**src/rtl/fpga_fabric_cfg.sv**
```systemverilog
// Configurable CLB fabric: NUM_CLB slices of SLICE_W bits with per-slice op and
// carry-in routing, loaded from a byte-stream bitfile and committed atomically.
module fpga_fabric_cfg #(
  parameter int NUM_CLB = 4,
  parameter int SLICE_W = 2
) (
  input  logic                       clk,
  input  logic                       reset,
  input  logic                       cfg_start,
  input  logic                       cfg_valid,
  input  logic [7:0]                 cfg_byte,
  output logic                       cfg_ready,
  output logic                       cfg_done,
  output logic                       cfg_err,
  input  logic                       c_ext,
  input  logic                       in_valid,
  input  logic [NUM_CLB*SLICE_W-1:0] In_1,
  input  logic [NUM_CLB*SLICE_W-1:0] In_2,
  output logic                       in_ready,
  output logic [NUM_CLB*SLICE_W-1:0] Sum,
  output logic                       Cout,
  output logic                       out_valid
);

  localparam int DW = NUM_CLB * SLICE_W;
  localparam int NB = NUM_CLB / 2;
  localparam int CW = (NB > 1) ? $clog2(NB) : 1;
  localparam logic [CW-1:0] LAST_BYTE = CW'(NB - 1);

  localparam logic [1:0] ST_UNCONFIG = 2'd0;
  localparam logic [1:0] ST_LOAD     = 2'd1;
  localparam logic [1:0] ST_RUN      = 2'd2;

  logic [1:0]           state_q, state_d;
  logic [CW-1:0]        cnt_q, cnt_d;
  logic [NUM_CLB*4-1:0] shadow_q, shadow_d;
  logic [NUM_CLB*4-1:0] active_q, active_d;
  logic [DW-1:0]        sum_q, sum_d;
  logic                 cout_q, cout_d;
  logic                 out_valid_q, out_valid_d;
  logic                 cfg_err_q, cfg_err_d;

  logic                 accept;
  logic [DW-1:0]        res;
  logic                 res_cout;
  logic                 carry;
  logic                 cin;
  logic [3:0]           nib;
  logic [SLICE_W-1:0]   op_a, op_b;
  logic [SLICE_W:0]     add_w;

  assign cfg_ready = (state_q == ST_LOAD);
  assign cfg_done  = (state_q == ST_RUN);
  assign in_ready  = (state_q == ST_RUN);
  assign accept    = in_valid && (state_q == ST_RUN);

  // Restart has priority over a byte arriving in the same cycle.
  always_comb begin
    state_d   = state_q;
    cnt_d     = cnt_q;
    shadow_d  = shadow_q;
    active_d  = active_q;
    cfg_err_d = cfg_valid && (state_q != ST_LOAD);
    if (cfg_start) begin
      state_d  = ST_LOAD;
      cnt_d    = '0;
      shadow_d = '0;
    end else if (cfg_valid && (state_q == ST_LOAD)) begin
      for (int b = 0; b < NB; b++) begin
        if (cnt_q == CW'(b)) shadow_d[b*8 +: 8] = cfg_byte;
      end
      cnt_d = cnt_q + CW'(1);
      if (cnt_q == LAST_BYTE) begin
        active_d = shadow_d;
        state_d  = ST_RUN;
        cnt_d    = '0;
      end
    end
  end

  // Carry ripples LSB slice to MSB slice; logic ops break the chain with 0.
  always_comb begin
    carry = c_ext;
    res   = '0;
    nib   = '0;
    op_a  = '0;
    op_b  = '0;
    cin   = 1'b0;
    add_w = '0;
    for (int i = 0; i < NUM_CLB; i++) begin
      nib  = active_q[i*4 +: 4];
      op_a = In_1[i*SLICE_W +: SLICE_W];
      op_b = In_2[i*SLICE_W +: SLICE_W];
      case (nib[3:2])
        2'b00:   cin = carry;
        2'b01:   cin = 1'b0;
        2'b10:   cin = 1'b1;
        default: cin = c_ext;
      endcase
      add_w = {1'b0, op_a} + {1'b0, op_b} + {{SLICE_W{1'b0}}, cin};
      case (nib[1:0])
        2'b00: begin
          res[i*SLICE_W +: SLICE_W] = add_w[SLICE_W-1:0];
          carry = add_w[SLICE_W];
        end
        2'b01: begin
          res[i*SLICE_W +: SLICE_W] = op_a & op_b;
          carry = 1'b0;
        end
        2'b10: begin
          res[i*SLICE_W +: SLICE_W] = op_a | op_b;
          carry = 1'b0;
        end
        default: begin
          res[i*SLICE_W +: SLICE_W] = op_a ^ op_b;
          carry = 1'b0;
        end
      endcase
    end
    res_cout = carry;
  end

  always_comb begin
    sum_d       = accept ? res : sum_q;
    cout_d      = accept ? res_cout : cout_q;
    out_valid_d = accept;
  end

  always_ff @(posedge clk or negedge reset) begin
    if (!reset) begin
      state_q     <= ST_UNCONFIG;
      cnt_q       <= '0;
      shadow_q    <= '0;
      active_q    <= '0;
      sum_q       <= '0;
      cout_q      <= 1'b0;
      out_valid_q <= 1'b0;
      cfg_err_q   <= 1'b0;
    end else begin
      state_q     <= state_d;
      cnt_q       <= cnt_d;
      shadow_q    <= shadow_d;
      active_q    <= active_d;
      sum_q       <= sum_d;
      cout_q      <= cout_d;
      out_valid_q <= out_valid_d;
      cfg_err_q   <= cfg_err_d;
    end
  end

  assign Sum       = sum_q;
  assign Cout      = cout_q;
  assign out_valid = out_valid_q;
  assign cfg_err   = cfg_err_q;

endmodule

```
**config.mk**
```make
export PLATFORM = sky130hd
export DESIGN_NAME = fpga_fabric_cfg
export DESIGN_NICKNAME = d
export VERILOG_FILES = /design/src/rtl/fpga_fabric_cfg.sv
export SDC_FILE = /design/constraint.sdc
export NUM_CORES = 1
export LEC_CHECK = 0
export CAP_MARGIN = 0
export CELL_PAD_IN_SITES_DETAIL_PLACEMENT = 1
export CELL_PAD_IN_SITES_GLOBAL_PLACEMENT = 1
export CORE_UTILIZATION = 40
export DETAILED_ROUTE_END_ITERATION = 6
export GPL_ROUTABILITY_DRIVEN = 0
export PLACE_DENSITY = 0.76
export SLEW_MARGIN = 20
export SYNTH_ARGS = -nofsm -noshare
export SYNTH_HDL_FRONTEND = slang
export SYNTH_SLANG_ARGS = --single-unit
```
**constraint.sdc**
```tcl
create_clock -name clk -period 11.7 [get_ports clk]
set_input_delay 1.17 -clock clk [delete_from_list [all_inputs] [get_ports clk]]
set_output_delay 1.17 -clock clk [all_outputs]
set_load 0.02 [all_outputs]
```
==> metrics <==
FF+latch count, synth=38; Max FO, Critical Path=4; H-Tree Depth=2; Post-synth ARST share=100.0%; crit share post-route=47.94%; Post-Syn Area=2277 um2; DRC=0; GRT Residual Overflow=0; post-cts repair resize count=0; Clock Power Share=22.8%; Die Ht=77.45 um; worst hold path class=register to register; CTS tree=done; Final min period=5.609 ns; clock skew=0.006294 ns; RSZ-0062 raised after global routing=false; Combinational Power Share=33.3%; status=completed; met2 usage=30.62%; Seq pwr share=43.9%; P_int=0.2899 mW; Worst Tran Pin Value=0.8609 ns; Starting Density=41.35%; antenna violations before repair=0; first-pass GRT wire length=8.024 mm; Final Hold Vio Count=0; final setup fails=0; most frequent cells after synthesis=dfrtp_1, inv_1, nand2_1, ha_1, a21oi_1; synthesized net count=247; Max VDD drop=90.60 uV; Critical Path End Type=register; WP data arrival=5.81 ns; post-DP HPWL=3.548 mm; met3 Track Usage GR=3.882%; Max Cap Viol=0; Slew HR=42.61%; Vias=1517; Final nets=290; Leakage Power=1.364 nW; clock root buffer=clkbuf_8; synth unique cells=30; top cell type's share of synthesized area=41.76%; Core Util, Final=51.58%; Num CTS Buffers=5; post-synthesis cell count=192; Clock Path Buffers=2; FMAX=178.3 MHz; worst path required time=11.90 ns; fill count=584; I/O Pins=44; insertion delay to the later sink of the worst-skew pair=0.29 ns; largest net degree at the start of global routing=39; number of antenna diodes=0; Row Count=27; Switch Pwr=0.1304 mW; PwrDens=148.0 nW/um2; area grow syn2layout=24.73%; die area=5999 um2; initial DRC count=41; vias in the first global route=1627; Top FF cell, synth=dfrtp_1; Ys Warns=0; Post-CTS Setup Repair Bufs=0; top-count cell post-synth=dfrtp_1; hold_buf cts=0; vias per cell=4.925; Sw Ratio=31.02%; Die W=77.45 um; syn avg cell area=11.86 um2; WL final=4.572 mm; sequential fraction of the synthesis area=41.76%; Avg WL per Cell=14.84 um; total negative slack=0 ns; Buffers on Ports=43; drt pass-1 iters=4; synth top area cells=dfrtp_1, ha_1, fa_1; GR peak layer=met2; Core Area=5507 um2; CTS clk-pin slew, worst paths=0.08 ns; Routed Antenna Nets=0; overall routing resource usage=17.44%; Startpoint Class=input port; EDFF count, synth=0; post-synth top area cell=dfrtp_1; clk sinks=38; WS Path Type=input port to register; grt met1 use=21.46%; layout cell share with drive strength beyond 1=16.95%; max-slew violations=0
cell families (layout without fill, tap and decap cells):
kind of cell | Yosys count | after routing | synth area share [%]
multiplexers | 27 | 27 | 18.41
AO/OA/AOI/OAI | 26 | 26 | 7.143
AND/OR/NAND/NOR | 35 | 35 | 8.461
adder cells (fa/ha/maj) | 25 | 25 | 16.37
buffers and inverters | 41 | 85 | 7.857
flip-flops | 38 | 38 | 41.76
flip-flops by register name (all words and copies together), names as in the netlist:
name / count
shadow_q: 8
cfg_err: 1
Sum: 8
state_q: 2
Cout: 1
active_q: 16
out_valid: 1
cnt_q: 1
per-layer routing:
| layer | share of wire, % | vias up |
|---|---|---|
| met5 | 0 | - |
| met4 | 0.92 | 0 |
| met1 | 44 | 765 |
| met3 | 3.5 | 4 |
| met2 | 52 | 28 |
| li1 | - | 720 |
per-stage QoR:
step | instances | hold slack (ns) | power (mW) | worst slack [ns] | area [um2]
2_1_floorplan | 192 | 0.4792 | 0.2751 | 6.696 | 2277
3_3_place_gp | 300 | 0.4600 | 0.3231 | 5.888 | 2745
3_5_place_dp | 300 | 0.4695 | 0.3291 | 5.783 | 2745
4_1_cts | 308 | 0.4871 | 0.4273 | 6.071 | 2840
5_1_grt | 308 | 0.5014 | 0.4496 | 5.751 | 2840
6_report | 308 | 0.4792 | 0.4202 | 6.091 | 2840
power groups by stage:
| stage | Combinational [mW] | Sequential [mW] | Clock, mW |
|---|---|---|---|
| 2_1_floorplan | 0.0870 | 0.188 | 0 |
| 3_3_place_gp | 0.137 | 0.186 | 0 |
| 3_5_place_dp | 0.141 | 0.188 | 0 |
| 4_1_cts | 0.142 | 0.185 | 0.0998 |
| 5_1_grt | 0.155 | 0.189 | 0.105 |
| 6_report | 0.140 | 0.185 | 0.0958 |
worst max-delay path, cell delays in order:
cell             delay [ns]
clkdlybuf4s50_1        0.50
mux2i_1                0.21
fa_1                   0.19
inv_1                  0.05
fa_1                   0.35
a21oi_1                0.14
a2bb2oi_1              0.21
fa_1                   0.19
inv_1                  0.05
fa_1                   0.35
a21oi_1                0.14
a2bb2oi_1              0.20
fa_1                   0.19
inv_1                  0.05
fa_1                   0.36
a21oi_1                0.14
a2bb2oi_1              0.27
fa_1                   0.45
mux4_2                 0.44
o21ai_0                0.17
layout by cell type (no fill, tap or decap), drive strengths merged:
master and instances:
clkdlybuf4s50 42, dfrtp 38, inv 33, nand2 23, mux2 19, ha 17
a21oi 13, fa 8, mux4 7, clkbuf 6, nor2 6, o21ai 4
a2bb2oi 3, nor2b 2, buf 2, mux2i 1, nand3b 1, nand4b 1
and4bb 1, nand4bb 1, a21bo 1, o211a 1, a211oi 1, o31ai 1
o41ai 1, a21o 1, clkinvlp 1, clkinv 1
final timing paths:
path / startpoint / endpoint / slack (ns) / cells after the start
max: c_ext / Sum[6]$_DFFE_PN0P_ / 6.09 / 20
min in group asynchronous: reset / Sum[4]$_DFFE_PN0P_ / 0.99 / 1
max in group asynchronous: reset / active_q[14]$_DFFE_PN0P_ / 10.17 / 1
min reg2reg: Sum[2]$_DFFE_PN0P_ / Sum[2]$_DFFE_PN0P_ / 0.48 / 2
max reg2reg: active_q[3]$_DFFE_PN0P_ / Sum[6]$_DFFE_PN0P_ / 6.75 / 20
min: Sum[2]$_DFFE_PN0P_ / Sum[2]$_DFFE_PN0P_ / 0.48 / 2
area by class of cell:
cell class	count	area [um2]	area share (%)
Multi-Input combinational cell	113	1147	40.40
Sequential cell	38	950.9	33.48
Timing Repair Buffer	44	432.9	15.24
Inverter	33	123.9	4.361
Tap cell	72	90.09	3.172
Clock buffer	6	82.58	2.907
Clock inverter	2	12.51	0.4405
Note: power is estimated with default switching activity, not from simulation.
